[src/rtl/uc_coordena_asteroides_tiros.sv]
// uc_coordena_asteroides_tiros: sequences one move/collision pass over the shot and asteroid slots.
// Strobes are decoded from the registered state and indices; the datapath applies them on the next edge.
module uc_coordena_asteroides_tiros #(
    parameter int N_AST = 8,
    parameter int N_TIROS = 4,
    parameter int VIDAS_INI = 3,
    localparam int AW = $clog2(N_AST),
    localparam int TW = $clog2(N_TIROS)
) (
    input  logic          i_clock,
    input  logic          i_reset,
    input  logic          i_iniciar,
    input  logic          i_asteroide_ativo,
    input  logic          i_tiro_ativo,
    input  logic          i_asteroide_na_nave,
    input  logic          i_colisao,
    output logic [AW-1:0] o_end_asteroide,
    output logic [TW-1:0] o_end_tiro,
    output logic          o_move_asteroide,
    output logic          o_move_tiro,
    output logic          o_destroi_asteroide,
    output logic          o_destroi_tiro,
    output logic [3:0]    o_vidas,
    output logic          o_acabou_vidas,
    output logic [7:0]    o_pontuacao,
    output logic          o_fim_movimentacao,
    output logic          o_ocupado,
    output logic [4:0]    o_db_estado
);
    typedef enum logic [2:0] {
        INICIAL    = 3'd0,
        MOVE_TIROS = 3'd1,
        MOVE_AST   = 3'd2,
        CHECA_NAVE = 3'd3,
        COLISAO    = 3'd4,
        FIM        = 3'd5
    } estado_t;

    estado_t       r_estado;
    logic [AW-1:0] r_end_ast;
    logic [TW-1:0] r_end_tiro;
    logic [3:0]    r_vidas;
    logic [7:0]    r_pontuacao;
    logic          w_last_ast;
    logic          w_last_tiro;
    logic          w_nave;
    logic          w_hit;

    assign w_last_ast  = r_end_ast == AW'(N_AST - 1);
    assign w_last_tiro = r_end_tiro == TW'(N_TIROS - 1);
    assign w_nave      = i_asteroide_ativo & i_asteroide_na_nave;
    assign w_hit       = i_asteroide_ativo & i_tiro_ativo & i_colisao;

    always_ff @(posedge i_clock) begin
        if (i_reset) begin
            r_estado    <= INICIAL;
            r_end_ast   <= '0;
            r_end_tiro  <= '0;
            r_vidas     <= 4'(VIDAS_INI);
            r_pontuacao <= '0;
        end else begin
            case (r_estado)
                INICIAL: begin
                    r_end_ast  <= '0;
                    r_end_tiro <= '0;
                    if (i_iniciar) r_estado <= MOVE_TIROS;
                end
                MOVE_TIROS: begin
                    r_end_tiro <= w_last_tiro ? '0 : r_end_tiro + 1'b1;
                    r_end_ast  <= '0;
                    if (w_last_tiro) r_estado <= MOVE_AST;
                end
                MOVE_AST: r_estado <= CHECA_NAVE;
                CHECA_NAVE: begin
                    // the asteroid is destroyed even when no lives remain to lose
                    if (w_nave && r_vidas != 4'd0) r_vidas <= r_vidas - 1'b1;
                    r_end_ast  <= w_last_ast ? '0 : r_end_ast + 1'b1;
                    r_end_tiro <= '0;
                    r_estado   <= w_last_ast ? COLISAO : MOVE_AST;
                end
                COLISAO: begin
                    if (w_hit && r_pontuacao != 8'hff) r_pontuacao <= r_pontuacao + 1'b1;
                    r_end_tiro <= w_last_tiro ? '0 : r_end_tiro + 1'b1;
                    if (w_last_tiro) r_end_ast <= w_last_ast ? '0 : r_end_ast + 1'b1;
                    if (w_last_tiro && w_last_ast) r_estado <= FIM;
                end
                FIM: begin
                    r_end_ast  <= '0;
                    r_end_tiro <= '0;
                    r_estado   <= INICIAL;
                end
                default: r_estado <= INICIAL;
            endcase
        end
    end

    assign o_end_asteroide     = r_end_ast;
    assign o_end_tiro          = r_end_tiro;
    assign o_move_tiro         = (r_estado == MOVE_TIROS) & i_tiro_ativo;
    assign o_move_asteroide    = (r_estado == MOVE_AST) & i_asteroide_ativo;
    assign o_destroi_asteroide = ((r_estado == CHECA_NAVE) & w_nave) | ((r_estado == COLISAO) & w_hit);
    assign o_destroi_tiro      = (r_estado == COLISAO) & w_hit;
    assign o_vidas             = r_vidas;
    assign o_acabou_vidas      = r_vidas == 4'd0;
    assign o_pontuacao         = r_pontuacao;
    assign o_fim_movimentacao  = r_estado == FIM;
    assign o_ocupado           = r_estado != INICIAL;
    assign o_db_estado         = (r_estado > FIM) ? 5'b01101 : {2'b00, r_estado};
endmodule

[config.mk]
export PLATFORM = sky130hd
export DESIGN_NAME = uc_coordena_asteroides_tiros
export DESIGN_NICKNAME = d
export VERILOG_FILES = /design/src/rtl/uc_coordena_asteroides_tiros.sv
export SDC_FILE = /design/constraint.sdc
export NUM_CORES = 1
export LEC_CHECK = 0
export ABC_AREA = 1
export BUFFER_PORTS_ARGS = -buffer_cell sky130_fd_sc_hd__buf_4
export CORE_MARGIN = 2
export CORE_UTILIZATION = 40
export CTS_BUF_LIST = sky130_fd_sc_hd__clkbuf_8
export DETAILED_ROUTE_END_ITERATION = 8
export PLACE_DENSITY = 0.75
export SYNTH_ARGS = -nofsm -noshare
export SYNTH_HDL_FRONTEND = slang
export SYNTH_SLANG_ARGS = --single-unit
[constraint.sdc]
create_clock -name i_clock -period 1.9 [get_ports i_clock]
set_input_delay 0.19 -clock i_clock [delete_from_list [all_inputs] [get_ports i_clock]]
set_output_delay 0.19 -clock i_clock [all_outputs]
set_load 0.1 [all_outputs]
Word level (Yosys, flattened, before mapping)
Index checks and enable logic that the tools add are counted. Widths: inputs -> output; s select.

Register bits after elaboration: 20. Bits in latches: 0. RAM bits: 0. Bits in read-only memories: 0. Input port bits: 7. Output and inout port bits: 29. Logic and storage cells: 57. Memories: 0.

Add/sub/neg operators: 4. Multipliers: 0. Divide/modulo/power cells: 0. Order comparisons: 1. Equality and inequality tests: 12. Shift-type cells: 0. Mux-type cells: 11. Bitwise gates (word level): 8. Reductions and logical operators: 16.

Operators with widths (count): $mux 3 (6); $pmux 3 s5 (1); $eq 3x3->1 const B (3); $pmux 3 s3 (1); $add 8x1->8 const B (1); $ne 2x2->1 const B (4); $ne 8x8->1 const B (1); $and 1x1->1 (7); $eq 3x2->1 const B (2); $reduce_and 2->1 (3); $reduce_bool 3->1 (2); $reduce_or 3->1 (2); $logic_not 4->1 (1); $mux 4 (1); $pmux 2 s2 (1); $reduce_bool 4->1 (1); $sub 4x1->4 const B (1); $add 3x1->3 const B (1); $eq 3x1->1 const B (1); $gt 3x3->1 const B (1); $logic_and 1x1->1 (3); $logic_not 3->1 (1); $reduce_and 3->1 (1); $add 2x1->2 const B (1); other kinds (5) (5).

Depth between registers and ports, before layout
Depth in word-level cells: 4. Gate-level depth with buffers: 8. Mapped depth without buffers: 8.

Least setup slack after synthesis
Ideal clock, no wire load.

Kind: register to output. Start point: register r_estado[1]. End point: output port o_destroi_asteroide. Arrival: 2.809 ns. Data required time: 1.710 ns. Setup slack: -1.099 ns. Cell stages (with the launch flop): 5. Path through: dfxtp_1 buf_6 nor2_4 nand2_4 o21ai_0.

Word-level cells in the longest chain between the ends: 3. Elaborated cells between the ends (all ways): 5.

Ends and longest elaborated chain: from (decl) (RTL line 39) `estado_t r_estado;`; from (signal assigned) (RTL line 79) `r_estado <= w_last_ast ? COLISAO : MOVE_AST;`; $eq 3x2->1 or $eq 3x3->1 (tied branches) (RTL line 101) `assign o_destroi_asteroide = ((r_estado == CHECA_NAVE) & w_nave) | ((r_estado == COLISAO) & w_hit);`; $and 1x1->1 (RTL line 101); $or 1x1->1 * (RTL line 101); to (decl) (RTL line 21) `output logic o_destroi_asteroide,`.

Every way passes the cells marked *; elsewhere a longest branch is shown, timed or not.

Final worst setup path
Start point: register r_estado[2]. End point: output port o_destroi_asteroide.

Same word-level chain as after synthesis.

==> flow_summary.ini <==
[outcome]
outcome = completed

[sta]
fin_worst_skew_ps = 1.104
clock.fmax_mhz = 564.2
period_needed_ps = 1772
rsz0062_at_grt = no
final_max_slew_viol_count = 0
timing.hold.ws_ps = 171.8
setup_viol = 0
hold_violations = 0
fin_crit_sh_pct = 93.28

[synthesis]
synth_area_sq_um = 1234
synth_seq_area_share_pct = 32.45
yosys_warnings = 0
synth_top_family_by_area = simple AND/OR/NAND/NOR gates
synthArstFlopShare_pct = 0
dominantRegCellSynth = dfxtp_1
synth_edf_count = 0
yosys_register_bits = 20
synthXorXnorAreaFrac_pct = 2.840
synth_simple_gate_area_share_pct = 39.76
synth_compound_area_share_pct = 8.621
synth_cell_types = 26
syn_area_per_cell_sq_um = 6.527
synthAdderAreaFrac_pct = 5.071
netlist_instances = 189
muxShareOfSynthArea_pct = 0
syn-num-nets = 201

[cells_and_area]
n_fill_cell = 322
regArea_sq_um = 405.4
nets = 235
final_common_cell = nand2_1
syn_to_final_growth_pct = 29.11
drive_above_1_share_pct = 26.13
finalNonFillerCells = 255
multiInputGateArea_sq_um = 711.9
diodes = 0
layout_common_cells = 43 x nand2_1, 34 x nor2_1, 33 x buf_4, 25 x inv_1, 16 x dfxtp_1
postLayoutCoreUtil_pct = 53.04

[power]
combPwrFrac_pct = 36.5
p_sw_mw = 0.5943
ir_drop_v = 0.0004232
power_mw = 1.432
power.share.clock_pct = 30.1
internal_power_mw = 0.8381
leakagePower_nw = 0.8211
powerDensity_nw_per_um2 = 899.3
switching_share_pct = 41.49
power_frac_seq_pct = 33.4

[critical_path]
end_kind = primary output
reg2reg_from = o_pontuacao[0]
rr_endpoint = o_pontuacao[1]
cp_slowest_cell = dfxtp_1
crit_type = register to primary output
cpMostUsedCell = inv_1
ff2ff_path_depth = 8
cp_top_family = buffers and inverters
cp_slowest_stage_delay_ps = 450
cp.arrival_ps = 1580
crit_path_start_kind = register
required_ps = 1710
cp_max_fo = 12
reg2reg_slack_ps = 450
path_cells = inv_1, nand3_1, nor2_1, inv_1, o21ai_2, buf_6
cp.buffers_inverters = 3

[cts]
cts_tree = built
cts.sinks = 20
clk_pin_slew_ps = 80
root_buffer = clkbuf_8
clk_latency_ps = 260
cts_buffer_depth = 2
htree_levels = 1
numCtsBuffers = 3
hold_buffers = 0

[drt]
vias_per_cell = 4.714
wl_per_cell_um = 10.09
drtPass1Iterations = 4
drtAntennaViolNets = 0
routed_wl_um = 2573
drc_errors = 0
drtIter0Drc = 50
vias = 1202

[place]
numPortBuffers = 34
placedCellCount = 251
dpl.hpwl_um = 1938
gp_congestion = 0.7991

[grt]
grt_pass1_vias = 1003
grt_pass1_wl_um = 4091
grt_util_met3_pct = 2.620
antenna_found_initial = 0
grt_max_degree = 13
overflow = 0
use_met2_pct = 23.70
use_met1_pct = 20.38
gr-max-usage-layer = met2
track_usage_pct = 15.41

[die]
dieHeight_um = 59.54
fp.dieArea_sq_um = 3544
die_w_um = 59.54
coreArea_sq_um = 3003
initial_core_util_pct = 41.08
rows = 20
ios = 36

[worst_hold_path]
holdPathEnd = o_pontuacao[7]
hold_path_depth = 2
min_from = i_reset
hold_class = input port to register

[job]
cap_violations = 0
-- sequential cells by signal, summed over array words and instances (netlist names) --
name / count
o_end_tiro: 2
r_estado: 3
o_pontuacao: 8
o_vidas: 4
o_end_asteroide: 3
-- routing by layer --
layer  part of all wire [%]  vias up
li1                       -      654
met4                    2.2        0
met2                     43       31
met3                    4.7        5
met1                     50      512
met5                      0        -
-- synth_stat cells, types with 3 or more instances --
cell	instances	area (sq um)
nand2_1	43	161.4
nor2_1	36	135.1
inv_1	25	93.84
dfxtp_1	20	400.4
nand3_1	14	70.07
o21ai_0	10	50.05
a21oi_1	6	30.03
ha_1	5	62.56
xor2_1	4	35.03
a21oi_2	3	26.28
nand4_1	3	18.77
-- worst register-to-register path, stage by stage, from the launching register on --
cell	delay, ps
dfxtp_2	370
ha_1	200
nand2_1	90
nor2_1	180
nand2_1	170
nand2_4	160
inv_4	60
nor2_1	80
nor2_1	50
-- final cells by class --
class                           instances  share of cell area, %
Multi-Input combinational cell        137                  44.70
Sequential cell                        20                  25.45
Timing Repair Buffer                   34                  16.26
Inverter                               27                  6.520
Clock buffer                            3                  2.592
Tap cell                               33                  2.592
Clock inverter                          1                  1.885
-- stage by stage --
step | setup WS, ps | instance area, sq um | TNS [ps]
finish | 127.7 | 1593 | 0
global placement | 392.1 | 1518 | 0
CTS | 54.72 | 1589 | 0
detailed placement | 354.7 | 1518 | 0
global route | 1.041 | 1593 | 0
floorplan | -17.82 | 1252 | -17.82
-- cells by family after synthesis --
| group | count (synthesis) |
|---|---|
| and+or+nand+nor | 108 |
| buffers and inverters | 32 |
| DFF | 20 |
| AOI/OAI and AO/OA | 19 |
| adders and majority gates | 5 |
| xor gates and xnor gates | 4 |
| other | 1 |
-- repair_timing --
item,CTS,global route
gates resized for setup,0,1
setup buffers,0,0
endpoints found under the setup margin,0,1
-- power groups by stage --
stage	logic, mW	registers [mW]	clock network [mW]
after floorplan	0.336	0.586	0
after global placement	0.521	0.490	0
after global routing	0.558	0.484	0.459
after CTS	0.524	0.479	0.446
final	0.522	0.479	0.431
after detailed placement	0.523	0.489	0
-- worst max path at each step --
stage                 from                   to  cells after the start
3_5_place_dp   r_estado[2]  o_destroi_asteroide                      6
5_1_grt        r_estado[2]  o_destroi_asteroide                      6
4_1_cts        r_estado[2]  o_destroi_asteroide                      6
2_1_floorplan  r_estado[2]     o_move_asteroide                      2
3_3_place_gp   r_estado[2]  o_destroi_asteroide                      6
6_report       r_estado[2]  o_destroi_asteroide                      6
Power figures use the tool's default switching activity.
